**src/rtl/sram_bist_pkg.sv**
```systemverilog
// Shared types and constants for the March C- SRAM BIST controller.
package sram_bist_pkg;

  typedef enum logic [2:0] {
    ELEM_E0 = 3'd0,
    ELEM_E1 = 3'd1,
    ELEM_E2 = 3'd2,
    ELEM_E3 = 3'd3,
    ELEM_E4 = 3'd4,
    ELEM_E5 = 3'd5
  } march_elem_e;

  typedef enum logic [1:0] {
    ST_IDLE  = 2'd0,
    ST_RUN   = 2'd1,
    ST_DRAIN = 2'd2,
    ST_DONE  = 2'd3
  } bist_state_e;

  typedef enum logic {
    OP_RD = 1'b0,
    OP_WR = 1'b1
  } op_e;

  // Bit i describes element Ei.
  localparam logic [5:0] ELEM_DOWN   = 6'b111000;
  localparam logic [5:0] ELEM_HAS_RD = 6'b111110;
  localparam logic [5:0] ELEM_HAS_WR = 6'b011111;
  localparam logic [5:0] ELEM_RD_BG  = 6'b010100;
  localparam logic [5:0] ELEM_WR_BG  = 6'b001010;

  localparam logic [32:0] DEF_CMP_MASK = 33'h1_7FFF_FFFF;

  function automatic op_e first_op(input march_elem_e elem);
    op_e op;
    if (ELEM_HAS_RD[elem]) begin
      op = OP_RD;
    end else begin
      op = OP_WR;
    end
    return op;
  endfunction

endpackage

```
**src/rtl/sram_march_bist_if.sv**
```systemverilog
// Port-0 command/data bundle between the BIST controller and the SRAM macro.
interface sram_march_bist_if #(
  parameter int DATA_WIDTH = 33,
  parameter int ADDR_WIDTH = 6
);
  logic                  csb;
  logic                  web;
  logic                  spare_wen;
  logic [ADDR_WIDTH-1:0] addr;
  logic [DATA_WIDTH-1:0] din;
  logic [DATA_WIDTH-1:0] dout;

  modport master (output csb, web, spare_wen, addr, din, input dout);
  modport slave  (input csb, web, spare_wen, addr, din, output dout);
endinterface

```
**src/rtl/sram_bist_addr_gen.sv**
```systemverilog
// Up/down March address counter: load to the element's start address, step, flag last.
module sram_bist_addr_gen #(
  parameter int ADDR_WIDTH = 6,
  parameter int NUM_WORDS  = 32
) (
  input  logic                  clk,
  input  logic                  reset,
  input  logic                  load,
  input  logic                  load_down,
  input  logic                  step,
  input  logic                  step_down,
  output logic [ADDR_WIDTH-1:0] addr,
  output logic                  last
);
  localparam logic [ADDR_WIDTH-1:0] TOP_ADDR = ADDR_WIDTH'(NUM_WORDS - 1);
  localparam logic [ADDR_WIDTH-1:0] ADDR_ONE = ADDR_WIDTH'(1);
  localparam logic [ADDR_WIDTH-1:0] ADDR_ZERO = ADDR_WIDTH'(0);

  logic [ADDR_WIDTH-1:0] addr_r;

  // Address register: load wins over step.
  always_ff @(posedge clk) begin
    if (reset) begin
      addr_r <= ADDR_ZERO;
    end else if (load) begin
      addr_r <= load_down ? TOP_ADDR : ADDR_ZERO;
    end else if (step) begin
      addr_r <= step_down ? (addr_r - ADDR_ONE) : (addr_r + ADDR_ONE);
    end else begin
      addr_r <= addr_r;
    end
  end

  assign last = step_down ? (addr_r == ADDR_ZERO) : (addr_r == TOP_ADDR);
  assign addr = addr_r;
endmodule

```
**src/rtl/sram_march_bist.sv**
```systemverilog
// March C- BIST controller for a 32x33 SRAM macro, one operation per cycle.
// SRAM_BIST_CONTINUE_EN: run all operations and count mismatches instead of halting.
module sram_march_bist
  import sram_bist_pkg::*;
#(
  parameter int                    DATA_WIDTH = 33,
  parameter int                    ADDR_WIDTH = 6,
  parameter int                    NUM_WORDS  = 32,
  parameter logic [DATA_WIDTH-1:0] CMP_MASK   = DEF_CMP_MASK
) (
  input  logic                  clk,
  input  logic                  reset,
  input  logic                  start,
  output logic                  busy,
  output logic                  done,
  output logic                  pass,
  output logic [ADDR_WIDTH-1:0] fail_addr,
  output logic [2:0]            fail_elem,
  output logic [DATA_WIDTH-1:0] fail_rdata,
`ifdef SRAM_BIST_CONTINUE_EN
  output logic [8:0]            err_count,
`endif
  sram_march_bist_if.master     sram
);
  bist_state_e state_r, state_nx_s;
  march_elem_e elem_r, elem_nx_s, rd_elem_r;
  op_e         op_r, op_nx_s;
  logic issue_s, load_s, load_down_s, step_s, last_s;
  logic accept_s, mismatch_s, halt_s, enter_done_s;
  logic [ADDR_WIDTH-1:0] addr_s, rd_addr_r, fail_addr_r;
  logic [DATA_WIDTH-1:0] din_r, fail_rdata_r;
  logic csb_r, web_r, spare_wen_r, rd_pend_r, rd_exp_r;
  logic busy_r, done_r, pass_r, fail_seen_r;
  logic [2:0] fail_elem_r;

  sram_bist_addr_gen #(.ADDR_WIDTH(ADDR_WIDTH), .NUM_WORDS(NUM_WORDS)) u_addr_gen (
    .clk(clk), .reset(reset), .load(load_s), .load_down(load_down_s),
    .step(step_s), .step_down(ELEM_DOWN[elem_r]), .addr(addr_s), .last(last_s)
  );

  // rd_* describe the read issued last cycle, whose data is on sram.dout now.
  assign accept_s   = (state_r == ST_IDLE) && start;
  assign mismatch_s = rd_pend_r && ((state_r == ST_RUN) || (state_r == ST_DRAIN)) &&
                      (((sram.dout ^ {DATA_WIDTH{rd_exp_r}}) & CMP_MASK) != {DATA_WIDTH{1'b0}});
`ifdef SRAM_BIST_CONTINUE_EN
  assign halt_s = 1'b0;
`else
  assign halt_s = mismatch_s;
`endif
  assign enter_done_s = (state_nx_s == ST_DONE) && (state_r != ST_DONE);

  // State and current-operation registers.
  always_ff @(posedge clk) begin
    if (reset) begin
      state_r <= ST_IDLE;
      elem_r  <= ELEM_E0;
      op_r    <= OP_WR;
    end else begin
      state_r <= state_nx_s;
      elem_r  <= elem_nx_s;
      op_r    <= op_nx_s;
    end
  end

  // Sequencing: pick the next operation, which is registered onto sram_* this edge.
  always_comb begin
    state_nx_s  = state_r;
    elem_nx_s   = elem_r;
    op_nx_s     = op_r;
    issue_s     = 1'b0;
    load_s      = 1'b0;
    load_down_s = 1'b0;
    step_s      = 1'b0;
    case (state_r)
      ST_IDLE: begin
        if (start) begin
          state_nx_s  = ST_RUN;
          elem_nx_s   = ELEM_E0;
          op_nx_s     = first_op(ELEM_E0);
          issue_s     = 1'b1;
          load_s      = 1'b1;
          load_down_s = ELEM_DOWN[ELEM_E0];
        end else begin
          state_nx_s = ST_IDLE;
        end
      end
      ST_RUN: begin
        if (halt_s) begin
          state_nx_s = ST_DONE;
        end else if ((op_r == OP_RD) && ELEM_HAS_WR[elem_r]) begin
          op_nx_s = OP_WR;
          issue_s = 1'b1;
        end else if (!last_s) begin
          op_nx_s = first_op(elem_r);
          step_s  = 1'b1;
          issue_s = 1'b1;
        end else if (elem_r == ELEM_E5) begin
          state_nx_s = ST_DRAIN;
        end else begin
          elem_nx_s   = march_elem_e'(elem_r + 3'd1);
          op_nx_s     = first_op(elem_nx_s);
          load_s      = 1'b1;
          load_down_s = ELEM_DOWN[elem_nx_s];
          issue_s     = 1'b1;
        end
      end
      ST_DRAIN: state_nx_s = ST_DONE;
      ST_DONE:  state_nx_s = ST_IDLE;
      default:  state_nx_s = ST_IDLE;
    endcase
  end

  // Registered macro command; reads leave din untouched.
  always_ff @(posedge clk) begin
    if (reset) begin
      csb_r       <= 1'b1;
      web_r       <= 1'b1;
      spare_wen_r <= 1'b0;
      din_r       <= {DATA_WIDTH{1'b0}};
    end else if (issue_s && (op_nx_s == OP_WR)) begin
      csb_r       <= 1'b0;
      web_r       <= 1'b0;
      spare_wen_r <= 1'b1;
      din_r       <= {DATA_WIDTH{ELEM_WR_BG[elem_nx_s]}};
    end else begin
      csb_r       <= !issue_s;
      web_r       <= 1'b1;
      spare_wen_r <= 1'b0;
      din_r       <= din_r;
    end
  end

  // Read-compare pipeline stage.
  always_ff @(posedge clk) begin
    if (reset) begin
      rd_pend_r <= 1'b0;
      rd_exp_r  <= 1'b0;
      rd_addr_r <= {ADDR_WIDTH{1'b0}};
      rd_elem_r <= ELEM_E0;
    end else begin
      rd_pend_r <= !csb_r && web_r;
      rd_exp_r  <= ELEM_RD_BG[elem_r];
      rd_addr_r <= addr_s;
      rd_elem_r <= elem_r;
    end
  end

  // Status and first-failure capture.
  always_ff @(posedge clk) begin
    if (reset || accept_s) begin
      busy_r       <= accept_s && !reset;
      done_r       <= 1'b0;
      pass_r       <= 1'b0;
      fail_seen_r  <= 1'b0;
      fail_addr_r  <= {ADDR_WIDTH{1'b0}};
      fail_elem_r  <= 3'd0;
      fail_rdata_r <= {DATA_WIDTH{1'b0}};
    end else begin
      if (mismatch_s && !fail_seen_r) begin
        fail_seen_r  <= 1'b1;
        fail_addr_r  <= rd_addr_r;
        fail_elem_r  <= rd_elem_r;
        fail_rdata_r <= sram.dout;
      end
      if (enter_done_s) begin
        busy_r <= 1'b0;
        done_r <= 1'b1;
        pass_r <= !(fail_seen_r || mismatch_s);
      end
    end
  end

`ifdef SRAM_BIST_CONTINUE_EN
  logic [8:0] err_count_r;

  // Saturating mismatch counter, cleared by an accepted start.
  always_ff @(posedge clk) begin
    if (reset || accept_s) begin
      err_count_r <= 9'd0;
    end else if (mismatch_s && (err_count_r != 9'h1FF)) begin
      err_count_r <= err_count_r + 9'd1;
    end else begin
      err_count_r <= err_count_r;
    end
  end

  assign err_count = err_count_r;
`endif

  assign sram.csb       = csb_r;
  assign sram.web       = web_r;
  assign sram.spare_wen = spare_wen_r;
  assign sram.addr      = addr_s;
  assign sram.din       = din_r;
  assign busy           = busy_r;
  assign done           = done_r;
  assign pass           = pass_r;
  assign fail_addr      = fail_addr_r;
  assign fail_elem      = fail_elem_r;
  assign fail_rdata     = fail_rdata_r;
endmodule

```
**src/flat_wrapper.sv**
```systemverilog
// flat-port wrapper written by rule: the top's interface ports become plain ports
module sram_march_bist_flat import sram_bist_pkg::*;
#(
  parameter int                    DATA_WIDTH = 33,
  parameter int                    ADDR_WIDTH = 6,
  parameter int                    NUM_WORDS  = 32,
  parameter logic [DATA_WIDTH-1:0] CMP_MASK   = DEF_CMP_MASK
)
  (clk, reset, start, busy, done, pass, fail_addr, fail_elem, fail_rdata, sram_csb, sram_web, sram_spare_wen, sram_addr, sram_din, sram_dout);
  sram_march_bist_if #(.DATA_WIDTH(DATA_WIDTH), .ADDR_WIDTH(ADDR_WIDTH)) sram_i ();
  input  logic clk;
  input  logic reset;
  input  logic start;
  output logic busy;
  output logic done;
  output logic pass;
  output logic [ADDR_WIDTH-1:0] fail_addr;
  output logic [2:0] fail_elem;
  output logic [DATA_WIDTH-1:0] fail_rdata;
  output wire logic [$bits(sram_i.csb)-1:0] sram_csb;
  output wire logic [$bits(sram_i.web)-1:0] sram_web;
  output wire logic [$bits(sram_i.spare_wen)-1:0] sram_spare_wen;
  output wire logic [$bits(sram_i.addr)-1:0] sram_addr;
  output wire logic [$bits(sram_i.din)-1:0] sram_din;
  input wire logic [$bits(sram_i.dout)-1:0] sram_dout;
  assign sram_csb = sram_i.csb;
  assign sram_web = sram_i.web;
  assign sram_spare_wen = sram_i.spare_wen;
  assign sram_addr = sram_i.addr;
  assign sram_din = sram_i.din;
  assign sram_i.dout = sram_dout;
  sram_march_bist #(.DATA_WIDTH(DATA_WIDTH), .ADDR_WIDTH(ADDR_WIDTH), .NUM_WORDS(NUM_WORDS), .CMP_MASK(CMP_MASK)) u_core (.clk(clk), .reset(reset), .start(start), .busy(busy), .done(done), .pass(pass), .fail_addr(fail_addr), .fail_elem(fail_elem), .fail_rdata(fail_rdata), .sram(sram_i));
endmodule
```
**config.mk**
```make
export PLATFORM = sky130hd
export DESIGN_NAME = sram_march_bist_flat
export DESIGN_NICKNAME = d
export VERILOG_FILES = /design/src/rtl/sram_bist_pkg.sv /design/src/rtl/sram_march_bist_if.sv /design/src/rtl/sram_bist_addr_gen.sv /design/src/rtl/sram_march_bist.sv /design/src/flat_wrapper.sv
export SDC_FILE = /design/constraint.sdc
export NUM_CORES = 1
export LEC_CHECK = 0
export ABC_AREA = 1
export CORE_UTILIZATION = 42
export DETAILED_ROUTE_END_ITERATION = 7
export PLACE_DENSITY = 0.77
export SETUP_SLACK_MARGIN = 0.15
export SYNTH_ARGS = -nofsm -noshare
export SYNTH_HDL_FRONTEND = slang
export SYNTH_SLANG_ARGS = --single-unit
```
**constraint.sdc**
```tcl
create_clock -name clk -period 1.7 [get_ports clk]
set_input_delay 0.17 -clock clk [delete_from_list [all_inputs] [get_ports clk]]
set_output_delay 0.17 -clock clk [all_outputs]
set_load 0.03 [all_outputs]
```
==> flow_summary.rst, run 1 <==
.. list-table::
   :header-rows: 1

   * - Metric
     - Value
   * - Status
     - finished with violations
   * - Violated checks
     - negative setup slack
   * - Lkg Pwr
     - 3.16 nW
   * - Routed length per placed instance
     - 14.3 microns
   * - Clock latency at the later pin of the worst-skew pair
     - 350 ps
   * - Overall via count from detail_route
     - 3,978
   * - Reg2Reg Setup Slack
     - -100 ps
   * - Max capacitance violation total
     - 0
   * - Startpoint type of the worst setup path
     - input port
   * - Power consumption
     - 3.67 mW
   * - CP most frequent cell
     - sky130_fd_sc_hd__nand2_2
   * - Count of cells along the worst hold path
     - 3
   * - TritonCTS clock tree
     - done
   * - Die span in x
     - 97.1 microns
   * - End point of the most critical hold path
     - u_core.fail_rdata[16]
   * - Global-route wire length before repair
     - 17,700 microns
   * - Multi-input gate area in the final layout
     - 2090 sq um
   * - Max-slew violations
     - 0
   * - GRT Resource Usage Total
     - 0.227
   * - Hold Crit Start
     - sram_dout[16]
   * - Worst vdd rail ir drop
     - 419 uV
   * - Deepest clock path buffer count
     - 2
   * - Grt ovf
     - 0
   * - DRC violation count after routing
     - 0
   * - Worst R2R Start
     - u_core.rd_exp_r
   * - Worst-path maximum fanout
     - 6
   * - Number of global-route vias before repair
     - 3,767
   * - CTS H-Tree Depth
     - 3
   * - Sequential Area
     - 1560 sq um
   * - RD Place Congestion
     - 0.934
   * - Clock sink count
     - 76
   * - Cell Area, Synth
     - 3800 sq um
   * - Synth warn
     - 0
   * - Kind of cell adding the most delay to the critical path
     - simple AND/OR/NAND/NOR gates
   * - Clock tree root driver cell
     - sky130_fd_sc_hd__clkbuf_8
   * - Area added between synthesis and finish
     - 54.3%
   * - Post-synthesis instance total
     - 538
   * - Sort of element at the end of the critical path
     - flop
   * - DIE HEIGHT
     - 97.1 microns
   * - # nets final
     - 726
   * - Initial core utilization
     - 0.435
   * - Ports
     - 123
   * - Final setup slack of the worst path
     - -138 ps
   * - Highest clock frequency the design can meet
     - 544 MHz
   * - Number of nets in the synthesized netlist
     - 587
   * - Clock-pin slew of the registers on the worst-case setup and hold paths
     - 70 ps
   * - Initial antenna violation count
     - 0
   * - Post-synthesis cell type count
     - 31
   * - Endpoint required time on the critical path
     - 1810 ps
   * - Slew Limit Headroom
     - 0.755
   * - Class of the most critical hold timing path
     - in -> reg
   * - Die outline area
     - 9420 sq um
   * - Cell with the largest stage delay on the worst path
     - sky130_fd_sc_hd__clkdlybuf4s50_1
   * - Seq cells post-synth
     - 76
   * - Buffer and inverter count on the worst path
     - 2
   * - Layout cells sized above 1
     - 0.280
   * - TritonCTS buffer count
     - 9
   * - Fill cells
     - 734
   * - Detailed Route WL
     - 11,200 microns
   * - Worst setup skew after layout
     - 8.32 ps
   * - Sequential-to-total area share from yosys stat
     - 0.403
   * - Maximum single-stage delay on the critical path
     - 550 ps
   * - Leading cell types in the layout, fill and taps excluded
     - sky130_fd_sc_hd__nand2_1, sky130_fd_sc_hd__buf_4, sky130_fd_sc_hd__dfxtp_1
   * - Largest net degree at the start of global routing
     - 45
   * - Initial DRC Count
     - 220
   * - Standard-cell rows
     - 34
   * - Most common cell after layout, fill and taps aside
     - sky130_fd_sc_hd__nand2_1
   * - Number of antenna cells inserted
     - 0
   * - Slew at the pin closest to its max-slew limit
     - 366 ps
   * - Worst hold slack across all endpoints
     - 155 ps
   * - Areal power density over the cells
     - 627 nW/um^2
   * - Worst r2r dst
     - u_core.busy
   * - Core region area
     - 8720 sq um
   * - RSZ-0062 raised after global routing
     - yes
   * - Category of the most critical setup path
     - in -> reg
   * - Critical path arrival
     - 1950 ps
   * - Worst-case reg-to-reg path depth
     - 12
   * - Crit path cell chain
     - clkdlybuf4s50_1 -> nand2_1 -> nor2_1 -> nand3b_1 -> nand2_1 -> nand2_2 -> o21ai_4 -> buf_6 -> nand2_2 -> nand3_2 -> nand2_2 -> nand2_2 -> nand2_2
   * - Estimated wirelength of the detail-placed design
     - 7520 microns
   * - Quantity of I/O buffers inserted on ports
     - 122
   * - Final count of negative-setup-slack endpoints
     - 58
   * - Hold Violations, Final
     - 0
   * - Drt pass-1 iters
     - 5
   * - Number of vias per cell
     - 5.04
   * - Final period utilization
     - 1.08
   * - Number of antenna-violating nets in the routed design
     - 0
   * - Mean area per synthesized cell
     - 7.06 sq um
   * - Post-route minimum period
     - 1840 ps
==> kinds of logic after synthesis <==
logic type      after synthesis  share of synthesized area
buf+inv                      90                      0.124
compound gates               67                     0.0939
fa+ha+maj                    13                     0.0448
xor+xnor                      6                     0.0138
simple gates                286                      0.320
flops                        76                      0.403
==> per-layer routing <==
layer,track usage,vias up,routed length [microns]
li1,-,1975,-
met2,0.378,130,5600
met5,0,-,0
met3,0.0439,22,632
met1,0.289,1851,4790
met4,0.0861,0,226
==> how the worst max path moves through the flow <==
stage / slack [ps] / end / cells past startpoint / from
6_report: -140 / u_core.busy / 13 / sram_dout[19]
5_1_grt: -280 / u_core.sram.din[0] / 15 / u_core.u_addr_gen.addr[4]
4_1_cts: -90 / u_core.u_addr_gen.addr[1] / 13 / u_core.rd_exp_r
3_5_place_dp: -500 / u_core.busy / 13 / sram_dout[16]
3_3_place_gp: -460 / u_core.busy / 13 / sram_dout[16]
2_1_floorplan: 80 / u_core.busy / 11 / u_core.state_r[0]
==> registers in the layout (all words and copies together), names as in the netlist, 2 cells and up, named ones only <==
| name | cells |
|---|---|
| u_core.rd_addr_r | 6 |
| u_core.fail_addr | 6 |
| u_core.u_addr_gen.addr | 6 |
| u_core.fail_rdata | 33 |
| u_core.fail_elem | 3 |
| u_core.rd_elem_r | 3 |
| u_core.elem_r | 3 |
| u_core.state_r | 2 |
==> worst register-to-register path, stage by stage (launching register included) <==
cell                      delay [ps]
sky130_fd_sc_hd__dfxtp_4         370
sky130_fd_sc_hd__buf_6           120
sky130_fd_sc_hd__nor3_4          100
sky130_fd_sc_hd__nand2_1          70
sky130_fd_sc_hd__nand2_1          70
sky130_fd_sc_hd__nand2_2          80
sky130_fd_sc_hd__o21ai_4         200
sky130_fd_sc_hd__buf_6           170
sky130_fd_sc_hd__nand2_2          70
sky130_fd_sc_hd__nand3_2          90
sky130_fd_sc_hd__nand2_2          90
sky130_fd_sc_hd__nand2_2          90
sky130_fd_sc_hd__nand2_2          50
==> through the flow <==
step | instances | util | cell area, sq um | setup TNS, ps | setup WS, ps
floorplan | 538 | - | 3870 | 0 | 75.8
global placement | 763 | 0.599 | 5230 | -19250 | -464
detailed placement | 763 | 0.599 | 5230 | -21010 | -501
CTS | 783 | 0.635 | 5540 | -1960 | -87.9
global route | 789 | 0.672 | 5860 | -12760 | -276
finish | 789 | 0.672 | 5860 | -4940 | -138
==> repair_timing <==
action	CTS	global route
setup buffers	4	5
cloned	1	1
resized for setup	56	79
hold endpoints to repair	0	0
setup endpoints to repair	80	99
hold buffers	0	0
pin swaps	15	16
==> power breakdown <==
| group | switching (mW) | internal [mW] | total (mW) |
|---|---|---|---|
| clock | 0.644 | 0.612 | 1.26 |
| combinational | 0.314 | 0.258 | 0.572 |
| sequential | 0.0264 | 1.82 | 1.84 |
==> Yosys cell counts <==
cell / count / area share
sky130_fd_sc_hd__clkinv_1: 1 / 0.00099
sky130_fd_sc_hd__fa_1: 1 / 0.0053
sky130_fd_sc_hd__buf_2: 4 / 0.0053
sky130_fd_sc_hd__ha_1: 12 / 0.040
sky130_fd_sc_hd__buf_4: 32 / 0.063
sky130_fd_sc_hd__buf_1: 4 / 0.0040
sky130_fd_sc_hd__nand3b_1: 5 / 0.0099
sky130_fd_sc_hd__nor3_1: 4 / 0.0053
sky130_fd_sc_hd__a21oi_1: 55 / 0.073
sky130_fd_sc_hd__xnor2_1: 2 / 0.0046
sky130_fd_sc_hd__nor3_2: 1 / 0.0026
sky130_fd_sc_hd__nor2_2: 1 / 0.0016
sky130_fd_sc_hd__nand2_1: 141 / 0.14
sky130_fd_sc_hd__buf_6: 1 / 0.0030
sky130_fd_sc_hd__o211a_1: 1 / 0.0026
sky130_fd_sc_hd__a31oi_1: 2 / 0.0033
sky130_fd_sc_hd__inv_2: 3 / 0.0030
sky130_fd_sc_hd__nand2_2: 2 / 0.0033
sky130_fd_sc_hd__nand3_1: 64 / 0.084
sky130_fd_sc_hd__nand4_2: 1 / 0.0033
sky130_fd_sc_hd__dfxtp_1: 75 / 0.40
sky130_fd_sc_hd__clkbuf_1: 12 / 0.012
sky130_fd_sc_hd__nor2_1: 61 / 0.060
sky130_fd_sc_hd__nand4_1: 2 / 0.0033
sky130_fd_sc_hd__inv_1: 33 / 0.033
sky130_fd_sc_hd__a211oi_1: 1 / 0.0020
sky130_fd_sc_hd__xor2_1: 4 / 0.0092
sky130_fd_sc_hd__o21ai_0: 7 / 0.0092
sky130_fd_sc_hd__or2_1: 4 / 0.0066
sky130_fd_sc_hd__edfxtp_1: 1 / 0.0079
sky130_fd_sc_hd__o21ai_4: 1 / 0.0043
==> area by class of cell <==
class,count,area share
clock buffers,12,0.0267
clock inverters,3,0.00363
inverters,37,0.0248
multi-input cells,372,0.356
flip-flops and latches,76,0.267
well taps,108,0.0231
repair buffers,181,0.299
Note: power is estimated with default switching activity, not from simulation.
==> run 2, diff against run 1 <==
--- a/config.mk
+++ b/config.mk
@@ -8,6 +8,8 @@
 export ABC_AREA = 1
 export CORE_UTILIZATION = 42
 export DETAILED_ROUTE_END_ITERATION = 7
+export GPL_TIMING_DRIVEN = 0
+export HOLD_SLACK_MARGIN = 0.15
 export PLACE_DENSITY = 0.77
 export SETUP_SLACK_MARGIN = 0.15
 export SYNTH_ARGS = -nofsm -noshare
==> run 2 against run 1 <==
Compared with the run above: the flow still finishes with violations (negative setup slack); die area stayed put; power is 3.0% higher; design area is 4.5% higher; first-iteration DRC count is 30% higher; fmax is 1.9% lower; clock-buffer cell count is 1 lower; combinational power is 6.1% lower; sequential power hardly changed.
==> flow_summary.rst, run 2 (same netlist as run 1, synthesis figures left out) <==
.. list-table::
   :header-rows: 1

   * - Metric
     - Value
   * - Status
     - finished with violations (unchanged)
   * - Violated checks
     - negative setup slack (unchanged)
   * - Routed length per placed instance
     - 15.3 microns (was 14.3 microns)
   * - Worst r2r dst
     - u_core.u_addr_gen.addr[5] (was u_core.busy)
   * - Leading cell types in the layout, fill and taps excluded
     - sky130_fd_sc_hd__nand2_1, sky130_fd_sc_hd__dfxtp_1, sky130_fd_sc_hd__buf_4 (was sky130_fd_sc_hd__nand2_1, sky130_fd_sc_hd__buf_4, sky130_fd_sc_hd__dfxtp_1)
   * - Slew at the pin closest to its max-slew limit
     - 604 ps (was 366 ps)
   * - Hold Violations, Final
     - 0 (unchanged)
   * - CP most frequent cell
     - sky130_fd_sc_hd__buf_4 (was sky130_fd_sc_hd__nand2_2)
   * - Core region area
     - 8720 sq um (unchanged)
   * - Setup Total Neg Slack
     - -3410 ps (was -4940 ps)
   * - Most common cell after layout, fill and taps aside
     - sky130_fd_sc_hd__nand2_1 (unchanged)
   * - Lkg Pwr
     - 3.22 nW (was 3.16 nW)
   * - Overall via count from detail_route
     - 4,235 (was 3,978)
   * - Quantity of I/O buffers inserted on ports
     - 121 (was 122)
   * - Category of the most critical setup path
     - reg -> reg (was in -> reg)
   * - Slew Limit Headroom
     - 0.598 (was 0.755)
   * - Buffer and inverter count on the worst path
     - 4 (was 2)
   * - DIE HEIGHT
     - 97.1 microns (unchanged)
   * - Number of antenna cells inserted
     - 0 (unchanged)
   * - Grt ovf
     - 0 (unchanged)
   * - Clock-pin slew of the registers on the worst-case setup and hold paths
     - 80 ps (was 70 ps)
   * - Critical path arrival
     - 2120 ps (was 1950 ps)
   * - Startpoint type of the worst setup path
     - flop (was input port)
   * - RSZ-0062 raised after global routing
     - yes (unchanged)
   * - Number of global-route vias before repair
     - 3,808 (was 3,767)
   * - Class of the most critical hold timing path
     - in -> reg (unchanged)
   * - Worst-case reg-to-reg path depth
     - 11 (was 12)
   * - Final setup slack of the worst path
     - -172 ps (was -138 ps)
   * - DRC violation count after routing
     - 0 (unchanged)
   * - Initial core utilization
     - 0.435 (unchanged)
   * - Final count of negative-setup-slack endpoints
     - 59 (was 58)
   * - Count of cells along the worst hold path
     - 3 (unchanged)
   * - Standard-cell rows
     - 34 (unchanged)
   * - Clock latency at the later pin of the worst-skew pair
     - 370 ps (was 350 ps)
   * - Clock tree root driver cell
     - sky130_fd_sc_hd__clkbuf_8 (unchanged)
   * - Final period utilization
     - 1.10 (was 1.08)
   * - Share of the core filled with cells
     - 0.702 (was 0.672)
   * - Global-route wire length before repair
     - 18,000 microns (was 17,700 microns)
   * - Estimated wirelength of the detail-placed design
     - 7700 microns (was 7520 microns)
   * - Cell with the largest stage delay on the worst path
     - sky130_fd_sc_hd__dfxtp_4 (was sky130_fd_sc_hd__clkdlybuf4s50_1)
   * - Worst vdd rail ir drop
     - 367 uV (was 419 uV)
   * - Worst R2R Start
     - u_core.u_addr_gen.step_down (was u_core.rd_exp_r)
   * - Max capacitance violation total
     - 0 (unchanged)
   * - RD Place Congestion
     - 0.930 (was 0.934)
   * - TritonCTS buffer count
     - 9 (unchanged)
   * - Number of vias per cell
     - 5.23 (was 5.04)
   * - Deepest clock path buffer count
     - 2 (unchanged)
   * - TritonCTS clock tree
     - done (unchanged)
   * - Die outline area
     - 9420 sq um (unchanged)
   * - Detailed Route WL
     - 12,400 microns (was 11,200 microns)
   * - Sort of element at the end of the critical path
     - flop (unchanged)
   * - Kind of cell adding the most delay to the critical path
     - simple AND/OR/NAND/NOR gates (unchanged)
   * - Reg2Reg Setup Slack
     - -170 ps (was -100 ps)
   * - Highest clock frequency the design can meet
     - 534 MHz (was 544 MHz)
   * - Clock sink count
     - 76 (unchanged)
   * - Layout cells sized above 1
     - 0.311 (was 0.280)
   * - # nets final
     - 746 (was 726)
   * - Number of antenna-violating nets in the routed design
     - 0 (unchanged)
   * - Worst-path maximum fanout
     - 6 (unchanged)
   * - Maximum single-stage delay on the critical path
     - 370 ps (was 550 ps)
   * - End point of the most critical hold path
     - u_core.fail_rdata[17] (was u_core.fail_rdata[16])
   * - Die span in x
     - 97.1 microns (unchanged)
   * - Initial antenna violation count
     - 0 (unchanged)
   * - Crit path cell chain
     - inv_1 -> nor2_1 -> nand3_1 -> nand2_2 -> nand2_4 -> nor2_4 -> buf_4 -> nand4_4 -> buf_4 -> buf_4 -> o211a_1 (was clkdlybuf4s50_1 -> nand2_1 -> nor2_1 -> nand3b_1 -> nand2_1 -> nand2_2 -> o21ai_4 -> buf_6 -> nand2_2 -> nand3_2 -> nand2_2 -> nand2_2 -> nand2_2)
   * - Worst slack, placed
     - -562 ps (was -501 ps)
   * - Areal power density over the cells
     - 618 nW/um^2 (was 627 nW/um^2)
   * - Flip-flop count of the largest register after layout
     - 33 (unchanged)
   * - Area added between synthesis and finish
     - 61.3% (was 54.3%)
   * - Power consumption
     - 3.78 mW (was 3.67 mW)
   * - Initial DRC Count
     - 285 (was 220)
   * - Max-slew violations
     - 0 (unchanged)
   * - Drt pass-1 iters
     - 5 (unchanged)
   * - Endpoint required time on the critical path
     - 1950 ps (was 1810 ps)
   * - Ports
     - 123 (unchanged)
   * - Post-route minimum period
     - 1870 ps (was 1840 ps)
   * - GRT Resource Usage Total
     - 0.232 (was 0.227)
   * - CTS H-Tree Depth
     - 3 (unchanged)
   * - Worst setup skew after layout
     - 9.73 ps (was 8.32 ps)
   * - Largest net degree at the start of global routing
     - 18 (was 45)
   * - Hold Crit Start
     - sram_dout[17] (was sram_dout[16])
run 2: worst register-to-register path, stage by stage (launching register included):
cell and delay, ps:
sky130_fd_sc_hd__dfxtp_4 370, sky130_fd_sc_hd__inv_1 70, sky130_fd_sc_hd__nor2_1 110, sky130_fd_sc_hd__nand3_1 100
sky130_fd_sc_hd__nand2_2 110, sky130_fd_sc_hd__nand2_4 90, sky130_fd_sc_hd__nor2_4 190, sky130_fd_sc_hd__buf_4 150
sky130_fd_sc_hd__nand4_4 160, sky130_fd_sc_hd__buf_4 200, sky130_fd_sc_hd__buf_4 130, sky130_fd_sc_hd__o211a_1 100
run 2: worst max-delay path by stage:
| stage | start | endpoint | cells past startpoint |
|---|---|---|---|
| final | u_core.u_addr_gen.step_down | u_core.u_addr_gen.addr[5] | 11 |
| after global routing | u_core.u_addr_gen.step_down | u_core.u_addr_gen.addr[3] | 13 |
| after CTS | u_core.state_r[1] | u_core.busy | 12 |
| after detailed placement | sram_dout[16] | u_core.fail_rdata[5] | 12 |
| after global placement | sram_dout[16] | u_core.u_addr_gen.addr[3] | 13 |
| after floorplan | u_core.state_r[0] | u_core.busy | 11 |
run 2: through the flow:
stage | instance area, sq um | instances | hold slack, ps
2_1_floorplan | 3870 | 538 | 333
3_3_place_gp | 5220 | 767 | 400
3_5_place_dp | 5220 | 767 | 409
4_1_cts | 5680 | 798 | 240
5_1_grt | 6120 | 809 | 162
6_report | 6120 | 809 | 152
run 2: layout make-up:
cell class | instances | area (sq um)
Timing Repair Buffer | 147 | 1510
Sequential cell | 76 | 1580
Fill cell | 675 | 2600
Clock inverter | 4 | 50.0
Tap cell | 108 | 135
Multi-Input combinational cell | 373 | 2160
Buffer | 53 | 392
Inverter | 37 | 159
Clock buffer | 11 | 141
run 2: report_power, final:
group          leakage [nW]  switching (mW)  internal (mW)
sequential            0.627          0.0335           1.81
combinational          2.49           0.312          0.226
clock                0.0997           0.685          0.712
total                  3.22            1.03           2.75
run 2: routing by layer:
metal / track usage / vias to the layer above / routed length (microns)
met5: 0 / - / 0
met4: 0.0815 / 0 / 241
met3: 0.0612 / 27 / 884
met2: 0.412 / 180 / 6470
met1: 0.267 / 2003 / 4770
li1: - / 2025 / -
run 2: what timing repair did:
item,4_1_cts,5_1_grt
resized for setup,171,112
cloned,1,5
buffers inserted,15,6
pin swaps,16,23
endpoints found under the setup margin,125,95
hold buffers,0,0
==> run 3, diff against run 2 <==
--- a/config.mk
+++ b/config.mk
@@ -6,12 +6,14 @@
 export NUM_CORES = 1
 export LEC_CHECK = 0
 export ABC_AREA = 1
+export CAP_MARGIN = 20
 export CORE_UTILIZATION = 42
 export DETAILED_ROUTE_END_ITERATION = 7
 export GPL_TIMING_DRIVEN = 0
 export HOLD_SLACK_MARGIN = 0.15
 export PLACE_DENSITY = 0.77
 export SETUP_SLACK_MARGIN = 0.15
+export SLEW_MARGIN = 10
 export SYNTH_ARGS = -nofsm -noshare
 export SYNTH_HDL_FRONTEND = slang
 export SYNTH_SLANG_ARGS = --single-unit
==> results of run 3 <==
The final DEF is identical to that of run 2; final timing and power are the same.
==> variant, RTL diff (config.mk and constraints of run 2) <==
The 4 states of `bist_state_e` get a one-hot encoding in 4 bits.
--- a/src/rtl/sram_bist_pkg.sv
+++ b/src/rtl/sram_bist_pkg.sv
@@ -11,9 +11,9 @@
   } march_elem_e;
 
-  typedef enum logic [1:0] {
-    ST_IDLE  = 2'd0,
-    ST_RUN   = 2'd1,
-    ST_DRAIN = 2'd2,
-    ST_DONE  = 2'd3
+  typedef enum logic [3:0] {
+    ST_IDLE  = 4'b0001,
+    ST_RUN   = 4'b0010,
+    ST_DRAIN = 4'b0100,
+    ST_DONE  = 4'b1000
   } bist_state_e;
 
Formal check against the unedited RTL: same outputs for any inputs over 10 cycles, from zero or initial values and one cycle with reset high; not proved beyond that.
==> variant against run 2 <==
- fmax shrank 0.74%
- critical path type is now input pin to flop
- power grew 11%
- highest routed layer unchanged
- largest cell class unchanged
- clock skew rose by 0.0019 ns
- area after synthesis decreased by 1.7%
- sequential cell count is 2 higher
- synthesized cell count down 3.0%
- routed wire length fell by 13%
- the run still ends with setup timing left
- via count decreased by 10%
- setup slack lost 0.014 ns
- cell area fell by 6.2%
- cell count down 2.7%
==> variant: results (changes against run 2) <==
- Synth top area cells: dfxtp_1 41%, nor2_1 14%, nand2_1 8.4%
- Nets: 720 (-3.5%)
- Final setup vio count: 58 (-1.7%)
- Status: complete, but fails checks
- Fraction of layout cells with a size suffix above 1: 29.75% (-1.3 points)
- Complex-gate fraction of the synthesized area: 9.124% (-0.27 points)
- Worst setup margin: -0.1863 ns (-0.01403 ns)
- Slowest stage delay, CP: 0.55 ns (+0.18 ns)
- Failing checks: setup timing
- Clock share of power: 32.0% (-5.0 points)
- Global-route wire length before repair: 15,810 microns (-12%)
- Wire length on met2: 5199 microns (-20%)
- GR Util met1: 27.44% (+0.70 points)
- Syn Std Cell Area: 3730 sq um (-1.7%)
- Critical-path maximum fanout: 4 (-2)
- Starting DRT DRC Count: 160 (-44%)
- Worst Path Arrival: 2.00 ns (-0.12 ns)
- Placed Area: 5162 sq um (-1.1%)
- Number of global-route vias before repair: 3,486 (-8.5%)
- Flop+latch power: 1.90 mW (+3%)
- Setup WS pre-CTS: -0.6160 ns (-0.05431 ns)
- Leakage: 3.228 nW (+0.28%)
- Drt total wl: 10,800 microns (-13%)
- Clock latency on the worst-skew pair: 0.35 ns (-0.02 ns)
- Met3 WL post-DR: 606 microns (-31%)
-- variant: final timing paths --
check | start | to | slack [ns]
max | sram_dout[26] | u_core.busy$_SDFFCE_PN0P_ | -0.19
min | sram_dout[18] | u_core.fail_rdata[18]$_SDFFE_PP0P_ | 0.13
max reg2reg | u_core.state_r[3]$_SDFF_PP0_ | u_core.busy$_SDFFCE_PN0P_ | -0.18
min reg2reg | u_core.sram.csb$_SDFF_PP1_ | u_core.rd_pend_r$_SDFF_PP0_ | 0.41
-- variant: worst max-delay path, delay by kind of cell --
family,cells,cell delay [ns]
AO/OA/AOI/OAI,1,0.18
buffers and inverters,5,0.95
AND/OR/NAND/NOR,8,0.70
-- variant: layout make-up --
cell class / count / area, sq um
fillers: 690 / 2938
multi-input cells: 357 / 1978
flip-flops and latches: 78 / 1609
repair buffers: 141 / 1315
plain buffers: 47 / 349.1
inverters: 41 / 167.7
well taps: 108 / 135.1
clock buffers: 10 / 127.6
clock inverters: 5 / 58.81
